===== config.mk =====
export PLATFORM = sky130hd
export DESIGN_NAME = mem_arbiter
export DESIGN_NICKNAME = d
export VERILOG_FILES = /design/src/rtl/mem_arbiter.sv
export SDC_FILE = /design/constraint.sdc
export NUM_CORES = 1
export LEC_CHECK = 0
export CAP_MARGIN = 20
export CORE_ASPECT_RATIO = 0.9
export CORE_UTILIZATION = 35
export DETAILED_ROUTE_END_ITERATION = 10
export PLACE_DENSITY = 0.74
export RECOVER_POWER = 50
export SYNTH_ARGS = -nofsm -noshare
export SYNTH_HDL_FRONTEND = slang
export SYNTH_SLANG_ARGS = --single-unit

===== constraint.sdc =====
create_clock -name clk -period 2 [get_ports clk]
set_input_delay 0.6 -clock clk [delete_from_list [all_inputs] [get_ports clk]]
set_output_delay 0.6 -clock clk [all_outputs]
set_load 0.01 [all_outputs]

===== src/rtl/mem_arbiter.sv =====
// Two-requester (fetch / load-store) arbiter for a single-port memory with variable-latency ack.
// Optional watchdog abort with err output is enabled by defining ARB_TIMEOUT_EN.
module mem_arbiter #(
  parameter int unsigned ADDR_W   = 32,
  parameter int unsigned DATA_W   = 32,
  parameter int unsigned MAX_WAIT = 4
`ifdef ARB_TIMEOUT_EN
  ,
  parameter int unsigned TIMEOUT  = 16
`endif
) (
  input  logic                clk,
  input  logic                rst,
  input  logic                if_req,
  input  logic [ADDR_W-1:0]   if_addr,
  output logic                if_gnt,
  output logic                if_valid,
  output logic [DATA_W-1:0]   if_rdata,
  input  logic                ls_req,
  input  logic                ls_we,
  input  logic [ADDR_W-1:0]   ls_addr,
  input  logic [DATA_W-1:0]   ls_wdata,
  input  logic [DATA_W/8-1:0] ls_be,
  output logic                ls_gnt,
  output logic                ls_valid,
  output logic [DATA_W-1:0]   ls_rdata,
  output logic                mem_req,
  output logic                mem_we,
  output logic [ADDR_W-1:0]   mem_addr,
  output logic [DATA_W-1:0]   mem_wdata,
  output logic [DATA_W/8-1:0] mem_be,
  input  logic                mem_ack,
  input  logic [DATA_W-1:0]   mem_rdata,
  output logic                busy
`ifdef ARB_TIMEOUT_EN
  ,
  output logic                err
`endif
);

  localparam int unsigned BE_W  = DATA_W / 8;
  localparam int unsigned CNT_W = $clog2(MAX_WAIT + 1);

  localparam logic [1:0] ST_IDLE     = 2'd0;
  localparam logic [1:0] ST_SERVE_IF = 2'd1;
  localparam logic [1:0] ST_SERVE_LS = 2'd2;

`ifdef ARB_TIMEOUT_EN
  localparam int unsigned WD_W     = $clog2(TIMEOUT + 1);
  localparam int unsigned PAT_REPS = (DATA_W + 31) / 32;
  localparam logic [DATA_W-1:0] TIMEOUT_DATA = DATA_W'({PAT_REPS{32'hDEAD_BEEF}});
`endif

  logic [1:0]        state_q,     state_d;
  logic [CNT_W-1:0]  cnt_q,       cnt_d;
  logic              if_gnt_q,    if_gnt_d;
  logic              if_valid_q,  if_valid_d;
  logic [DATA_W-1:0] if_rdata_q,  if_rdata_d;
  logic              ls_gnt_q,    ls_gnt_d;
  logic              ls_valid_q,  ls_valid_d;
  logic [DATA_W-1:0] ls_rdata_q,  ls_rdata_d;
  logic              mem_req_q,   mem_req_d;
  logic              mem_we_q,    mem_we_d;
  logic [ADDR_W-1:0] mem_addr_q,  mem_addr_d;
  logic [DATA_W-1:0] mem_wdata_q, mem_wdata_d;
  logic [BE_W-1:0]   mem_be_q,    mem_be_d;
  logic              busy_q,      busy_d;
  logic              cnt_below_max;
`ifdef ARB_TIMEOUT_EN
  logic [WD_W-1:0]   wd_q,        wd_d;
  logic              err_q,       err_d;
  logic              wd_expired;
`endif

  assign cnt_below_max = (cnt_q < CNT_W'(MAX_WAIT));
`ifdef ARB_TIMEOUT_EN
  assign wd_expired    = (wd_q == WD_W'(TIMEOUT - 1));
`endif

  // Next-state, grant decision and response capture
  always_comb begin
    state_d     = state_q;
    cnt_d       = cnt_q;
    if_gnt_d    = 1'b0;
    if_valid_d  = 1'b0;
    if_rdata_d  = if_rdata_q;
    ls_gnt_d    = 1'b0;
    ls_valid_d  = 1'b0;
    ls_rdata_d  = ls_rdata_q;
    mem_req_d   = mem_req_q;
    mem_we_d    = mem_we_q;
    mem_addr_d  = mem_addr_q;
    mem_wdata_d = mem_wdata_q;
    mem_be_d    = mem_be_q;
`ifdef ARB_TIMEOUT_EN
    wd_d        = wd_q;
    err_d       = 1'b0;
`endif

    case (state_q)
      ST_IDLE: begin
        if (ls_req && (!if_req || cnt_below_max)) begin
          state_d     = ST_SERVE_LS;
          ls_gnt_d    = 1'b1;
          mem_req_d   = 1'b1;
          mem_we_d    = ls_we;
          mem_addr_d  = ls_addr;
          mem_wdata_d = ls_wdata;
          mem_be_d    = ls_be;
          // Only reachable with if_req high while below MAX_WAIT, so this saturates
          if (if_req) cnt_d = cnt_q + CNT_W'(1);
`ifdef ARB_TIMEOUT_EN
          wd_d        = '0;
`endif
        end else if (if_req) begin
          state_d     = ST_SERVE_IF;
          if_gnt_d    = 1'b1;
          mem_req_d   = 1'b1;
          mem_we_d    = 1'b0;
          mem_addr_d  = if_addr;
          mem_wdata_d = '0;
          mem_be_d    = '1;
          cnt_d       = '0;
`ifdef ARB_TIMEOUT_EN
          wd_d        = '0;
`endif
        end
      end

      ST_SERVE_IF: begin
        if (mem_ack) begin
          state_d    = ST_IDLE;
          mem_req_d  = 1'b0;
          if_valid_d = 1'b1;
          if_rdata_d = mem_rdata;
        end
`ifdef ARB_TIMEOUT_EN
        else if (wd_expired) begin
          state_d    = ST_IDLE;
          mem_req_d  = 1'b0;
          if_valid_d = 1'b1;
          if_rdata_d = TIMEOUT_DATA;
          err_d      = 1'b1;
        end else begin
          wd_d = wd_q + WD_W'(1);
        end
`endif
      end

      ST_SERVE_LS: begin
        if (mem_ack) begin
          state_d    = ST_IDLE;
          mem_req_d  = 1'b0;
          ls_valid_d = 1'b1;
          ls_rdata_d = mem_we_q ? '0 : mem_rdata;
        end
`ifdef ARB_TIMEOUT_EN
        else if (wd_expired) begin
          state_d    = ST_IDLE;
          mem_req_d  = 1'b0;
          ls_valid_d = 1'b1;
          ls_rdata_d = TIMEOUT_DATA;
          err_d      = 1'b1;
        end else begin
          wd_d = wd_q + WD_W'(1);
        end
`endif
      end

      default: begin
        state_d   = ST_IDLE;
        mem_req_d = 1'b0;
      end
    endcase

    busy_d = (state_d != ST_IDLE);
  end

  always_ff @(posedge clk) begin
    if (rst) begin
      state_q     <= ST_IDLE;
      cnt_q       <= '0;
      if_gnt_q    <= 1'b0;
      if_valid_q  <= 1'b0;
      if_rdata_q  <= '0;
      ls_gnt_q    <= 1'b0;
      ls_valid_q  <= 1'b0;
      ls_rdata_q  <= '0;
      mem_req_q   <= 1'b0;
      mem_we_q    <= 1'b0;
      mem_addr_q  <= '0;
      mem_wdata_q <= '0;
      mem_be_q    <= '0;
      busy_q      <= 1'b0;
`ifdef ARB_TIMEOUT_EN
      wd_q        <= '0;
      err_q       <= 1'b0;
`endif
    end else begin
      state_q     <= state_d;
      cnt_q       <= cnt_d;
      if_gnt_q    <= if_gnt_d;
      if_valid_q  <= if_valid_d;
      if_rdata_q  <= if_rdata_d;
      ls_gnt_q    <= ls_gnt_d;
      ls_valid_q  <= ls_valid_d;
      ls_rdata_q  <= ls_rdata_d;
      mem_req_q   <= mem_req_d;
      mem_we_q    <= mem_we_d;
      mem_addr_q  <= mem_addr_d;
      mem_wdata_q <= mem_wdata_d;
      mem_be_q    <= mem_be_d;
      busy_q      <= busy_d;
`ifdef ARB_TIMEOUT_EN
      wd_q        <= wd_d;
      err_q       <= err_d;
`endif
    end
  end

  assign if_gnt    = if_gnt_q;
  assign if_valid  = if_valid_q;
  assign if_rdata  = if_rdata_q;
  assign ls_gnt    = ls_gnt_q;
  assign ls_valid  = ls_valid_q;
  assign ls_rdata  = ls_rdata_q;
  assign mem_req   = mem_req_q;
  assign mem_we    = mem_we_q;
  assign mem_addr  = mem_addr_q;
  assign mem_wdata = mem_wdata_q;
  assign mem_be    = mem_be_q;
  assign busy      = busy_q;
`ifdef ARB_TIMEOUT_EN
  assign err       = err_q;
`endif

endmodule


# == After elaboration in Yosys (flattened, before gate mapping) ==
# Cells that the tools add are included.
# word_totals
wordCells,62
ff_bits,144
memories,0
input_bits,138
output_inout_bits,139
romBits,0
latchBits,0
ramBits,0
# classes
eq_ne,4
magnitude_cmp,1
n_reduce_logical,16
div_mod_pow,0
n_shift,0
n_mul,0
bitwise,3
mux,23
n_addsub,1
# ops
operator,count
$mux 32,5
$reduce_and 2->1,5
$mux 3,3
$mux 1,8
$mux 4,2
$reduce_or 2->1,4
$mux 2,3
$pmux 2 s2,1
$reduce_bool 2->1,2
$add 3x1->3 const B,1
$lt 3x3->1 const B,1
$ne 3x3->1 const B,1
$not 1->1,3
$reduce_or 3->1,1
$eq 2x1->1 const B,1
$eq 2x2->1 const B,1
$logic_not 2->1,1
$ne 2x1->1 const B,1
$pmux 1 s2,1
$logic_and 1x1->1,1
$logic_not 1->1,1
$logic_or 1x1->1,1

# == Longest topological paths before layout ==
# logic_depth
depth_word,6
mapped_depth,7
mapped_depth_nobuf,5

# == Worst setup path before layout ==
# No wires, ideal clock.
# synth_timing
path_type,input to register
from,input port if_req
to,"register mem_wdata_q[11], in the netlist mem_wdata[11]"
slack_ns,0.377
path_stages,6
t_arrival_ns,1.565
setup_time_ns,0.059
path_buffers,3
required_ns,1.941
cell_sequence,buf_4 o21a_1 buf_2 nor2_2 buf_2 a22o_1
# synth_via
elab_chain_len,5
word_cells_on_any_way,6
cone_classes,mux (1); reduce/logical (5)
# synth_lines
item,line,source
"start, declared",14,"input logic if_req,"
$logic_not 1->1,102,if (ls_req && (!if_req || cnt_below_max)) begin
$logic_or 1x1->1,102,
$logic_and 1x1->1,102,
$reduce_bool 2->1 (no source line),-,
$reduce_and 2->1 (no source line),-,
"end signal, assigned",211,mem_wdata_q <= mem_wdata_d;
"end, declared",65,"logic [DATA_W-1:0] mem_wdata_q, mem_wdata_d;"
# Parallel ways exist; a longest one is shown, timed or not.
# A chain may end at the register's enable or synchronous reset.

# == Worst setup path after layout ==
# layout_timing
from,"register ls_rdata_q[19], in the netlist ls_rdata[19]"
to,output port ls_rdata[19]
# layout_lines
item,line,source
"start, declared",61,"logic [DATA_W-1:0] ls_rdata_q, ls_rdata_d;"
"start signal, assigned",207,ls_rdata_q <= ls_rdata_d;
"end, declared",26,"output logic [DATA_W-1:0] ls_rdata,"
# No word-level cell between the ends.

==> results.toml <==
[status]
run_status = "finished, final reports clean"

[placed_design]
placedInstanceArea_mm2 = 0.00807
io_buffers = 276
hpwlAfterDp_mm = 11.6
gp_congestion = 0.793

[final_layout]
area_delta_synth_final_pct = 71.7
drive_above_1_share_pct = 8.08
stdcell_area_mm2 = 0.00862
nNetsFinal = 947
antenna_cells = 0

[logic_synthesis]
netlist_area_mm2 = 0.00502
yosys_warnings = 0
syn_inst = 529
synth_nets = 672
synth_cell_types = 30
synth_compound_area_share_pct = 27.2
synth_mux_area_share_pct = 0
yosys.area_share.simple_pct = 9.52
syn_avg_cell_area_um2 = 9.49
yosys.area_share.adder_pct = 1.25
ys_seq_area_share_pct = 57.4
synth_seq_cells = 144
synth_xor_area_share_pct = 0
synth_top_family_by_area = "compound AO/OA/AOI/OAI gates"

[grt]
antenna_found_initial = 0
grt_max_degree = 38
grt_pass1_wl_mm = 24.7
grt-ovfl-total = 0
track_usage_pct = 21.3
globalRouteMet3Util_pct = 6.33
use_met2_pct = 38.1
grt_pass1_vias = 4976
grt_use_met1_pct = 23.3
grt.busiest_layer = "met2"

[floorplan]
start_util_pct = 35.9
die_w_um = 128
coreArea_mm2 = 0.0140
die_h_um = 116
fp-row-count = 41
die_area_mm2 = 0.0148
io_pins = 277

[detailed_routing]
drc = 0
ant_nets = 0
routedWlPerCell_um = 15.7
drtIter0Drc = 247
via_count = 5008
via_per_inst = 4.96
routed_wl_mm = 15.9
dr.pass1.iters = 7

[sta]
setup-violations-final = 0
relSlewSlack_pct = 57.2
fmax_ghz = 0.519
fin_crit_ns = 1.93
worstMarginPinSlew_ns = 0.641
holdWs_ns = 0.455
finalHoldViolCount = 0
clock_skew_ns = 0.00684
rsz0062_at_grt = "no"
drv_slew = 0
timing.final.crit_share_pct = 96.3

[cts]
clock_path_buffers = 2
clkLatencyLatePin_ns = 0.41
cts_tree = "built"
htree_levels = 4
cts_buffers = 17
cts_hold_buf = 0
postCtsSetupBuffers = 0
clock-sinks = 144
root_buffer = "clkbuf_16"
path_clk_slew_ns = 0.06

[critical_path]
crit_required_ns = 1.40
crit_path_max_fanout = 2
max_stage_delay_ns = 0.57
endpoint_kind = "output pin"
cpLargestDelayFamily = "buffers and inverters"
crit_arrival_ns = 1.33
cp_num_buf_inv = 1
critPathLaunchType = "flop"
crit_type = "reg2out"
cp_cell_sequence = "clkdlybuf4s50_1"
cpMaxStageDelayCell = "clkdlybuf4s50_1"

[pwr]
finalPower_mw = 7.42
ir_worst_vdd_v = 0.000576
p_leak_nw = 3.25
power_density_mw_per_mm2 = 860

[flow_run]
cap_violations = 0

[hold_path]
worst_hold_path_type = "reg2reg"
-- cell type report --
type / instances / area [um2]
flip-flops and latches: 144 / 2880
clock buffers: 18 / 439
multi-input cells: 337 / 1910
repair buffers: 301 / 2990
inverters: 3 / 11.3
clock inverters: 14 / 143
well taps: 193 / 241
fillers: 1175 / 5380
-- cells by family (layout without fill, tap and decap cells) --
group | count (synthesis) | in the layout
buf+inv | 48 | 336
fa+ha+maj | 5 | 5
compound gates | 212 | 212
simple gates | 120 | 120
flops | 144 | 144
-- registers in the layout, indices dropped and copies added, names as in the netlist --
register   cells
busy           1
cnt_q          3
if_gnt         1
if_rdata      32
if_valid       1
ls_gnt         1
ls_rdata      32
ls_valid       1
mem_addr      32
mem_be         4
mem_req        1
mem_wdata     32
mem_we         1
state_q        2
-- per-layer routing --
layer	part of all wire (%)	up-vias	wire, um
li1	-	2416	-
met1	38	2383	6070
met2	52	181	8310
met3	7.0	28	1110
met4	2.5	0	393
met5	0	-	0
-- cells in the mapped netlist, drive strengths merged --
cell    count  area (um2)
buf        22         135
inv         3        11.3
nor2b       2        12.5
a211oi      1        7.51
a31oi       1        6.26
and3        1        6.26
nor4        1        6.26
a21oi     101         505
nand4       1        6.26
a21boi      1        18.8
or3         2        12.5
ha          5        62.6
nor2        5        21.3
nor3        2        10.0
nand2b      1        6.26
and2        1        6.26
clkbuf     23        86.3
o21a        1        7.51
a22o       65         569
a21bo       1        10.0
dfxtp     144        2880
a311oi      1        8.76
nand2     104         390
o221a       5        56.3
o21ai      35         175
-- path summary, 6_finish.rpt --
path / cells past startpoint / slack (ns) / startpoint / endpoint
min reg2reg: 2 / 0.46 / if_rdata[22] / if_rdata[22]
max reg2reg: 6 / 0.27 / state_q[0] / busy
max: 1 / 0.07 / ls_rdata[19] / ls_rdata[19]
min: 2 / 0.46 / if_rdata[22] / if_rdata[22]
-- report_power, final --
part / internal [mW] / switching (mW) / total [mW]
Sequential: 3.05 / 0.0937 / 3.14
Clock: 1.86 / 1.21 / 3.07
Combinational: 0.703 / 0.503 / 1.21
-- per-stage QoR --
stage	util [%]	cells	setup TNS (ns)	setup WS, ns
6_report	61.6	1010	0	0.0736
5_1_grt	61.6	1010	0	0.0223
4_1_cts	61.8	1010	0	0.0453
3_5_place_dp	57.7	978	-1.01	-0.0417
3_3_place_gp	57.7	978	-0.00263	-0.00263
2_1_floorplan	-	529	0	0.377
-- cell usage in the layout, fill, tap and decap left out, types with 2 or more instances in the layout --
cell and n:
clkdlybuf4s50_1 272, dfxtp_1 144, clkbuf_2 2, clkbuf_16 17, bufinv_16 2, ha_1 5
or3_1 2, clkinvlp_4 3, nand2_1 104, nor2b_1 2, a21oi_1 100, clkbuf_1 2
buf_4 15, a22o_1 65, buf_2 2, o21ai_0 35, clkinv_2 5, clkinv_4 4
inv_1 3, nor2_1 4, o221a_2 5, dlygate4sd3_1 2, buf_12 5
-- repair_timing --
item,in CTS,in global routing
resized for setup,1,0
hold endpoints to repair,0,0
setup endpoints to repair,1,0
No activity file was read; power rests on OpenSTA's default activity.
